$ cat config.mk
export PLATFORM = sky130hd
export DESIGN_NAME = cpi_sync_sequencer
export DESIGN_NICKNAME = d
export VERILOG_FILES = /design/src/rtl/cpi_sync_sequencer.sv
export SDC_FILE = /design/constraint.sdc
export NUM_CORES = 1
export LEC_CHECK = 0
export CAP_MARGIN = 20
export CORE_MARGIN = 2
export CORE_UTILIZATION = 40
export DETAILED_ROUTE_END_ITERATION = 8
export PLACE_DENSITY_LB_ADDON = 0.05
export SLEW_MARGIN = 25
export SYNTH_ARGS = -nofsm -noshare
export SYNTH_HDL_FRONTEND = slang
export SYNTH_SLANG_ARGS = --single-unit
$ cat constraint.sdc
create_clock -name pixel_clk_i -period 5 [get_ports pixel_clk_i]
set_input_delay 0.5 -clock pixel_clk_i [delete_from_list [all_inputs] [get_ports pixel_clk_i]]
set_output_delay 0.5 -clock pixel_clk_i [all_outputs]
set_load 0.01 [all_outputs]
$ cat src/rtl/cpi_sync_sequencer.sv
// cpi_sync_sequencer
// Pixel-clock frame/line sequencer producing CPI vsync/href timing from
// start/end-of-frame events and a line-ready handshake with the line buffer.
//
// Ports:
//   pixel_clk_i   pixel clock, all logic on rising edge
//   pixel_rstn_i  asynchronous active-low reset
//   sof_i, eof_i  one-cycle frame event pulses
//   line_rdy_i    a complete line is available, length on line_len_i
//   line_ack_o    one-cycle pulse, the presented line is consumed
//   rd_en_o       buffer read strobe, one pixel per cycle
//   vsync_o       CPI vertical sync, active high
//   href_o        CPI line valid, rd_en_o delayed by the buffer read latency
//   frame_busy_o  sequencer is not idle
//   err_o         one-cycle pulse on resync (sof while busy)
//
// Optional feature macro: CPI_SEQ_LINE_STATS_EN adds line_cnt_o (completed
// non-empty lines in the current frame) and frame_lines_o (line count of the
// last frame closed by eof).

module cpi_sync_sequencer #(
    parameter int unsigned CNT_W      = 16,
    parameter int unsigned VSYNC_CYC  = 64,
    parameter int unsigned VBP_CYC    = 128,
    parameter int unsigned HBLANK_CYC = 32
) (
    input  logic             pixel_clk_i,
    input  logic             pixel_rstn_i,
    input  logic             sof_i,
    input  logic             eof_i,
    input  logic             line_rdy_i,
    input  logic [CNT_W-1:0] line_len_i,
    output logic             line_ack_o,
    output logic             rd_en_o,
    output logic             vsync_o,
    output logic             href_o,
    output logic             frame_busy_o,
    output logic             err_o
`ifdef CPI_SEQ_LINE_STATS_EN
    ,
    output logic [CNT_W-1:0] line_cnt_o,
    output logic [CNT_W-1:0] frame_lines_o
`endif
);

    // Zero-length porches are stretched to one cycle; zero hblank skips HBLANK.
    localparam int unsigned VS_N = (VSYNC_CYC == 0) ? 1 : VSYNC_CYC;
    localparam int unsigned VB_N = (VBP_CYC == 0) ? 1 : VBP_CYC;
    localparam int unsigned HB_N = (HBLANK_CYC == 0) ? 1 : HBLANK_CYC;

    localparam logic [CNT_W-1:0] VS_LAST = CNT_W'(VS_N - 1);
    localparam logic [CNT_W-1:0] VB_LAST = CNT_W'(VB_N - 1);
    localparam logic [CNT_W-1:0] HB_LAST = CNT_W'(HB_N - 1);
    localparam logic [CNT_W-1:0] CNT_MAX = '1;
    localparam logic             HB_SKIP = (HBLANK_CYC == 0);

    typedef enum logic [2:0] {
        S_IDLE,
        S_VSYNC,
        S_VBP,
        S_WAIT,
        S_LINE,
        S_HBLANK
    } state_t;

    state_t           state_q;
    logic [CNT_W-1:0] cnt_q;
    logic [CNT_W-1:0] len_last_q;
    logic             eof_pend_q;

    logic [CNT_W-1:0] cnt_inc;
    logic             line_done;
    logic             frame_done;

    // Saturating cycle counter increment.
    assign cnt_inc = (cnt_q == CNT_MAX) ? cnt_q : cnt_q + CNT_W'(1);

    // Last pixel of an untruncated line, and an eof-driven return to idle.
    assign line_done  = !sof_i && (state_q == S_LINE) && (cnt_q == len_last_q);
    assign frame_done = !sof_i && (state_q == S_WAIT) && (eof_i || eof_pend_q);

    // Frame/line sequencer with registered outputs.
    always_ff @(posedge pixel_clk_i or negedge pixel_rstn_i) begin
        if (!pixel_rstn_i) begin
            state_q      <= S_IDLE;
            cnt_q        <= '0;
            len_last_q   <= '0;
            eof_pend_q   <= 1'b0;
            line_ack_o   <= 1'b0;
            rd_en_o      <= 1'b0;
            vsync_o      <= 1'b0;
            frame_busy_o <= 1'b0;
            err_o        <= 1'b0;
        end else begin
            line_ack_o <= 1'b0;
            err_o      <= 1'b0;
            if (sof_i) begin
                // New frame; when busy this is a resync that truncates the
                // current line without re-acking it and drops a pending eof.
                state_q      <= S_VSYNC;
                cnt_q        <= '0;
                eof_pend_q   <= 1'b0;
                vsync_o      <= 1'b1;
                rd_en_o      <= 1'b0;
                frame_busy_o <= 1'b1;
                err_o        <= (state_q != S_IDLE);
            end else begin
                case (state_q)
                    S_IDLE: begin
                        cnt_q <= '0;
                    end
                    S_VSYNC: begin
                        if (eof_i) eof_pend_q <= 1'b1;
                        if (cnt_q == VS_LAST) begin
                            state_q <= S_VBP;
                            cnt_q   <= '0;
                            vsync_o <= 1'b0;
                        end else begin
                            cnt_q <= cnt_inc;
                        end
                    end
                    S_VBP: begin
                        if (eof_i) eof_pend_q <= 1'b1;
                        if (cnt_q == VB_LAST) begin
                            state_q <= S_WAIT;
                            cnt_q   <= '0;
                        end else begin
                            cnt_q <= cnt_inc;
                        end
                    end
                    S_WAIT: begin
                        if (frame_done) begin
                            state_q      <= S_IDLE;
                            eof_pend_q   <= 1'b0;
                            frame_busy_o <= 1'b0;
                        end else if (line_rdy_i && !line_ack_o) begin
                            // During the ack cycle the buffer still shows the
                            // consumed line, so it is not sampled again.
                            line_ack_o <= 1'b1;
                            if (line_len_i != '0) begin
                                state_q    <= S_LINE;
                                cnt_q      <= '0;
                                len_last_q <= line_len_i - CNT_W'(1);
                                rd_en_o    <= 1'b1;
                            end
                        end
                    end
                    S_LINE: begin
                        if (eof_i) eof_pend_q <= 1'b1;
                        if (line_done) begin
                            state_q <= HB_SKIP ? S_WAIT : S_HBLANK;
                            cnt_q   <= '0;
                            rd_en_o <= 1'b0;
                        end else begin
                            cnt_q <= cnt_inc;
                        end
                    end
                    S_HBLANK: begin
                        if (eof_i) eof_pend_q <= 1'b1;
                        if (cnt_q == HB_LAST) begin
                            state_q <= S_WAIT;
                            cnt_q   <= '0;
                        end else begin
                            cnt_q <= cnt_inc;
                        end
                    end
                    default: begin
                        state_q      <= S_IDLE;
                        cnt_q        <= '0;
                        eof_pend_q   <= 1'b0;
                        rd_en_o      <= 1'b0;
                        vsync_o      <= 1'b0;
                        frame_busy_o <= 1'b0;
                    end
                endcase
            end
        end
    end

    // href mirrors the read strobe after the one-cycle buffer read latency.
    always_ff @(posedge pixel_clk_i or negedge pixel_rstn_i) begin
        if (!pixel_rstn_i) begin
            href_o <= 1'b0;
        end else begin
            href_o <= rd_en_o;
        end
    end

`ifdef CPI_SEQ_LINE_STATS_EN
    // Per-frame line statistics.
    always_ff @(posedge pixel_clk_i or negedge pixel_rstn_i) begin
        if (!pixel_rstn_i) begin
            line_cnt_o    <= '0;
            frame_lines_o <= '0;
        end else begin
            if (sof_i) begin
                line_cnt_o <= '0;
            end else if (line_done && (line_cnt_o != CNT_MAX)) begin
                line_cnt_o <= line_cnt_o + CNT_W'(1);
            end
            if (frame_done) frame_lines_o <= line_cnt_o;
        end
    end
`endif

endmodule
Word level (Yosys, flattened, before mapping):

Cells that the tools add are included.
Widths: inputs -> output; s select.

* $add $sub $neg: 2
* equal/unequal tests: 25
* multiplexer cells: 39
* bitwise operators: 2
* reductions and logical operators: 22

Operators by type and width (number)
* $mux 16: 9
* $pmux 16 s5: 1
* $mux 3: 8
* $ne 3x3->1 const B: 6
* $pmux 3 s6: 1
* $add 16x1->16 const B: 1
* $eq 16x16->1: 1
* $eq 16x16->1 const B: 1
* $eq 16x5->1 const B: 1
* $eq 16x6->1 const B: 1
* $eq 16x7->1 const B: 1
* $mux 1: 16
* $reduce_bool 16->1: 1
* $sub 16x1->16 const B: 1
* $reduce_and 5->1: 2
* $reduce_or 5->1: 2
* $ne 4x3->1 const B: 2
* $reduce_or 4->1: 2
* $reduce_and 7->1: 1
* $eq 3x2->1 const B: 2
* $eq 3x3->1 const B: 2
* $ne 2x1->1 const B: 3
* $ne 3x2->1 const B: 2
* $pmux 1 s3: 2
* 12 further kinds: 21

* register bits after elaboration: 42
* input port bits: 21
* output and inout port bits: 6
* logic and storage cells: 100

Logic depth before layout (Yosys ltp):

Gate-level depths: netlist of run 1.

* depth in word-level cells: 6
* mapped depth: 9
* depth with buffers taken out: 8

Worst setup path before layout of run 1:

OpenSTA, ideal clock, no wires.

* path type: input-to-reg
* start point: input line_len_i[0]
* end point: register cnt_q[7]
* setup time: 126 ps
* data arrival time: 2068 ps
* required time: 4874 ps
* path slack: 2806 ps
* stages: 7
* buffers on the path: 0
* path through: inv_1 ha_1 nor4b_1 nand4_2 a311oi_4 nor3_1 a221o_1

* cells in the longest elaborated chain, start to end: 3

Ends and longest elaborated chain
* start: declaration: line 32 `input logic [CNT_W-1:0] line_len_i,`
* $reduce_bool 16->1: line 140 `if (line_len_i != '0) begin`
* $ne 3x2->1 (no line)
* $reduce_and 3->1 (no line)
* end signal: assignment: line 128 `cnt_q <= cnt_inc;`
* end signal: assignment: line 155 `cnt_q <= cnt_inc;`
* end signal: assignment: line 164 `cnt_q <= cnt_inc;`
* end: declaration: line 67 `logic [CNT_W-1:0] cnt_q;`

No other way between the ends.
A chain may end at the register's enable or synchronous reset.

Final worst setup path of run 1:

Ends and elaborated chain as after synthesis.

==> out/results.ini, run 1 <==
[finish]
diodes=0
final.fill_count=635
fin_util_pct=47.6
fin_area_um2=3060
drive_gt1_share_pct=7.64
layout-area-overhead-vs-synth_pct=14.5
layout.nets=338

[floorplan]
core-area_um2=6420
row_count=29
die_x_um=85.7
num_io_pins=27
dieArea_um2=7350
start_util_pct=41.6
chipHeight_um=85.7

[clock_network]
hold_buffers=0
cts.sinks=42
cts_tree=yes
root_buffer=clkbuf_8
cts_setup_buffers=0
clk_pin_slew_ns=0.09
clk_latency_ns=0.30
cts-resized-gates=0
htreeDepth=2
numCtsBuffers=5
cts_buffer_depth=2

[synthesis]
synth_compound_area_share_pct=18.9
synth_nets=318
synth_common_cells=dfrtp_1, nor2_1, xnor2_1
synth_top_family_by_area=simple AND/OR/NAND/NOR gates
avgSynthCellArea_um2=9.12
synthTopCellsByArea=dfrtp_1, xnor2_1, nor2_1
muxShareOfSynthArea_pct=0.421
synth_top_area_cell=dfrtp_1
postSynth.asyncResetShare_pct=100
synthSimpleGateAreaFrac_pct=25.6
synth_seq_cells=42
synth_seq_area_share_pct=39.3
synth_enable_flop_cells=0
yosysWarnings=0
synth-xor-area-share_pct=9.83
synth.most_common_cell=dfrtp_1
synth_cells=293
ys.flop_type=dfrtp_1
synthAdderAreaFrac_pct=1.87
syn_area_um2=2670
synth_top_area_share_pct=39.3
yosys.cell_types.count=52

[place]
io_buffer_count=26
gp_congestion=0.795
placed_area_um2=2970
pre_cts_slack_ns=2.10
hpwl_um=4450

[setup_path]
worstRegToRegCells=7
timing.rr.start=cnt_q[0]
cp_num_buf_inv=2
cp_max_fo=10
start_kind=input pin
cp-endpoint=cnt_q[7]
critPathKind=in2reg
path_delay_family=compound AO/OA/AOI/OAI gates
r2r_setup_slack_ns=2.54
required_ns=5.20
crit_path_end_kind=register
crit_chain=clkdlybuf4s50_1 -> inv_1 -> ha_1 -> nor4b_1 -> nand4_2 -> a311oi_4 -> nor3_1 -> a221o_1
crit_cells=8
crit_start=line_len_i[0]
arrival_ns=2.79
cpPeakStageDelay_ns=0.63
slowest_stage=a311oi_4
r2r_end=cnt_q[8]

[routing]
drc=0
wl_per_cell_um=16.0
first_pass_iters=4
drt-vias-per-instance=5.70
drtAntennaViolNets=0
finalWirelength_um=6240
drt_iter0_markers=138
num_vias=2228

[sta]
period_share_pct=51.8
whs_ns=0.171
hold_violations=0
rsz0062_at_grt=false
fmax_mhz=386
worst_pin_slew_ns=0.592
layout_setup_ws_ns=2.41
maxSlewViolCount=0
fin_worst_skew_ns=0.0177
fin_crit_ns=2.59
tns_ns=0
setup_viol=0
relSlewSlack_pct=60.4

[global_route]
grt_first_pass_wirelength_um=10500
antenna_found_initial=0
grt_pass1_vias=2104
overflow=0
grt_usage_pct=18.2
grt_max_degree=43

[power_and_ir_drop]
leakage_nw=1.21
powerDensity_nw_per_um2=402
ir_drop_uv=178

[min_path]
min_path_type=in2async

[run]
maxCapViolations=0

[status]
status=finished, final reports clean

## worst min-delay path by stage
stage | from | end | slack, ns | cells after the start
after floorplan | pixel_rstn_i | cnt_q[0] | 0.20 | 0
after global placement | rd_en_o | href_o | 0.39 | 0
after detailed placement | rd_en_o | href_o | 0.41 | 0
after CTS | pixel_rstn_i | cnt_q[14] | 0.39 | 1
after global routing | pixel_rstn_i | cnt_q[14] | 0.23 | 1
final | pixel_rstn_i | cnt_q[12] | 0.17 | 1
## state kept, by name (all words and copies together), names as in the netlist
register      cells
cnt_q            16
eof_pend_q        1
err_o             1
frame_busy_o      1
href_o            1
len_last_q       16
line_ack_o        1
rd_en_o           1
state_q           3
vsync_o           1
## area by class of cell
cell class | count | area (um^2) | share of cell area [%]
repair buffers | 29 | 280 | 9.16
flip-flops and latches | 42 | 1050 | 34.4
multi-input cells | 229 | 1520 | 49.6
clock buffers | 7 | 86.3 | 2.82
clock inverters | 1 | 5.00 | 0.164
inverters | 6 | 22.5 | 0.736
well taps | 77 | 96.3 | 3.15
## cells by family (layout without fill, tap and decap cells)
family / count (synthesis) / in the layout
AND/OR/NAND/NOR: 127 / 127
multiplexers: 1 / 1
flip-flops: 42 / 42
XOR/XNOR: 30 / 30
buffers and inverters: 22 / 43
adder cells (fa/ha/maj): 4 / 4
AO/OA/AOI/OAI: 67 / 67
## per-layer routing
| layer | wire, um | vias up | track usage (%) |
|---|---|---|---|
| met3 | 194 | 7 | 3.27 |
| met4 | 72 | 0 | 5.34 |
| met5 | 0 | - | 0 |
| met2 | 2750 | 47 | 28.1 |
| li1 | - | 1117 | - |
| met1 | 3230 | 1057 | 26.2 |
## cell usage in the layout (no fill, tap or decap), drive strengths merged, types with 2 or more instances in the layout
cell type	instances
nand2	23
nand2b	3
o21ai	7
clkbuf	7
nor4	8
nor4b	3
dfrtp	42
nand4	9
xnor2	26
nor2b	5
nor3	18
a31oi	5
a21o	4
buf	4
clkdlybuf4s50	25
o31a	2
a21oi	19
nor2	36
o22a	3
a311oi	2
o31ai	10
a22o	2
and3	5
and4	3
ha	4
a221o	5
xor2	4
and2	4
nand3	5
inv	6
## power breakdown
group | internal [W] | switching [W] | total, W
combinational | 0.000231 | 0.000254 | 0.000484
sequential | 0.000428 | 0.0000878 | 0.000516
clock | 0.000112 | 0.000119 | 0.000230
## stage by stage
| stage | total power [W] | instances |
|---|---|---|
| CTS | 0.00125 | 391 |
| floorplan | 0.000886 | 293 |
| global route | 0.00133 | 391 |
| finish | 0.00123 | 391 |
| global placement | 0.00101 | 383 |
| detailed placement | 0.00101 | 383 |
(Power assumes the default switching activity.)
==> inputs of run 2 (changes only) <==
Clock period 5 ns to 2.51 ns, I/O delays scaled along.
==> run 2 against run 1 <==
Against the previous run: clock power is 100% higher; flip-flop and latch count stayed put; non-clock buffer count is 32 higher; via count is 3.8% higher; clock skew is 0.0073 ns lower; final area is 7.9% higher.
==> out/results.ini, run 2 (synthesis gave the netlist of run 1 again) <==
[clock_network]
htreeDepth=2
cts-resized-gates=0
clk_pin_slew_ns=0.09
hold_buffers=1
numCtsBuffers=5
cts.sinks=42
clk_latency_ns=0.30
cts_setup_buffers=0
root_buffer=clkbuf_8
cts_buffer_depth=2
cts_tree=yes

[setup_path]
critPathKind=reg2reg
required_ns=2.69
r2r_setup_slack_ns=0.24
arrival_ns=2.45
crit_path_end_kind=register
start_kind=register
cp_max_fo=8

[routing]
wl_per_cell_um=15.5
drt_iter0_markers=173
finalWirelength_um=6560
first_pass_iters=4
drc=0
num_vias=2312
drtAntennaViolNets=0
drt-vias-per-instance=5.47

[global_route]
grt_first_pass_wirelength_um=11100
grt_usage_pct=19.1
overflow=0
antenna_found_initial=0
grt_pass1_vias=2262
grt_max_degree=33

[place]
placed_area_um2=3190
gp_congestion=0.854
io_buffer_count=26
dp.cells=414
hpwl_um=4920

[floorplan]
chipHeight_um=85.7
core-area_um2=6420
start_util_pct=41.6
dieArea_um2=7350
die_x_um=85.7
num_io_pins=27
row_count=29

[finish]
fin_util_pct=51.4
diodes=0
drive_gt1_share_pct=15.6
final_cell_mix=dfrtp_1, nor2_1, buf_4
final_common_cell=dfrtp_1
top_regs=cnt_q: 16 flops, len_last_q: 16 flops, state_q: 3 flops
fin_area_um2=3300
layout.nets=370
layout-area-overhead-vs-synth_pct=23.5
finalNonFillerCells=423

[run]
maxCapViolations=0

[sta]
setup_viol=0
period_share_pct=90.4
rsz0062_at_grt=false
fin_worst_skew_ns=0.0104
worst_pin_slew_ns=0.640
maxSlewViolCount=0
fin_crit_ns=2.27
hold_violations=0
tns_ns=0
fmax_mhz=441
relSlewSlack_pct=57.3

[power_and_ir_drop]
leakage_nw=1.36
powerDensity_nw_per_um2=789
ir_drop_uv=279

[status]
status=finished, final reports clean

[min_path]
min_path_type=reg2reg

==> run 2: changes by cell type in the layout (fill, tap and decap cells not counted) <==
cell and delta:
buf_2 +1, buf_4 +30, dlygate4sd3_1 +1, nor2_2 -1, nor2_4 +1, o21ai_1 +1, o21ai_2 -1
==> run 2: path summary, 6_finish.rpt <==
check | start | to | cells past startpoint
max in group asynchronous | pixel_rstn_i | rd_en_o | 3
min reg2reg | rd_en_o | href_o | 0
max | cnt_q[1] | cnt_q[9] | 8
max reg2reg | cnt_q[1] | cnt_q[9] | 8
min in group asynchronous | pixel_rstn_i | cnt_q[14] | 2
min | rd_en_o | href_o | 0
==> run 2: layout make-up <==
class,count,area (um^2)
Fill cell,622,3120
Multi-Input combinational cell,229,1520
Sequential cell,42,1050
Timing Repair Buffer,61,520
Tap cell,77,96.3
Clock buffer,7,86.3
Inverter,6,22.5
Clock inverter,1,5.00
==> run 2: layer usage <==
layer / part of all wire (%) / vias to the layer above / wire [um] / track usage (%)
li1: - / 1185 / - / -
met5: 0 / - / 0 / 0
met4: 1.5 / 0 / 97 / 7.22
met2: 44 / 43 / 2890 / 29.5
met3: 3.0 / 8 / 195 / 2.12
met1: 52 / 1076 / 3380 / 27.7
==> run 2: report_power, final <==
| part | leakage (nW) | internal, W | switching (W) | total (W) |
|---|---|---|---|---|
| Sequential | 0.546 | 0.000854 | 0.000125 | 0.000979 |
| Clock | 0.0482 | 0.000223 | 0.000248 | 0.000471 |
| Combinational | 0.768 | 0.000568 | 0.000586 | 0.00115 |
==> run 2: through the flow <==
| stage | worst slack, ns | hold WS [ns] | power (W) |
|---|---|---|---|
| 6_report | 0.240 | 0.413 | 0.00260 |
| 5_1_grt | 0.0535 | 0.434 | 0.00280 |
| 4_1_cts | 0.122 | 0.420 | 0.00262 |
| 3_5_place_dp | -0.188 | 0.248 | 0.00215 |
| 3_3_place_gp | -0.126 | 0.248 | 0.00213 |
| 2_1_floorplan | 0.536 | -0.0446 | 0.00177 |
==> run 2: worst max-delay path, cell delays in order, from the launching register on <==
cell	delay, ns
dfrtp_1	0.43
ha_1	0.26
and4_1	0.27
nand4_2	0.17
o21ai_0	0.26
o211a_4	0.24
buf_4	0.18
nor3_1	0.06
a221o_1	0.27
==> inputs of run 3 (changes only) <==
Settings changed: CTS_CLUSTER_DIAMETER set to 200, SKIP_LAST_GASP set to 1.
==> results of run 3 <==
No change in the layout: final DEF, timing and power equal those of run 2.
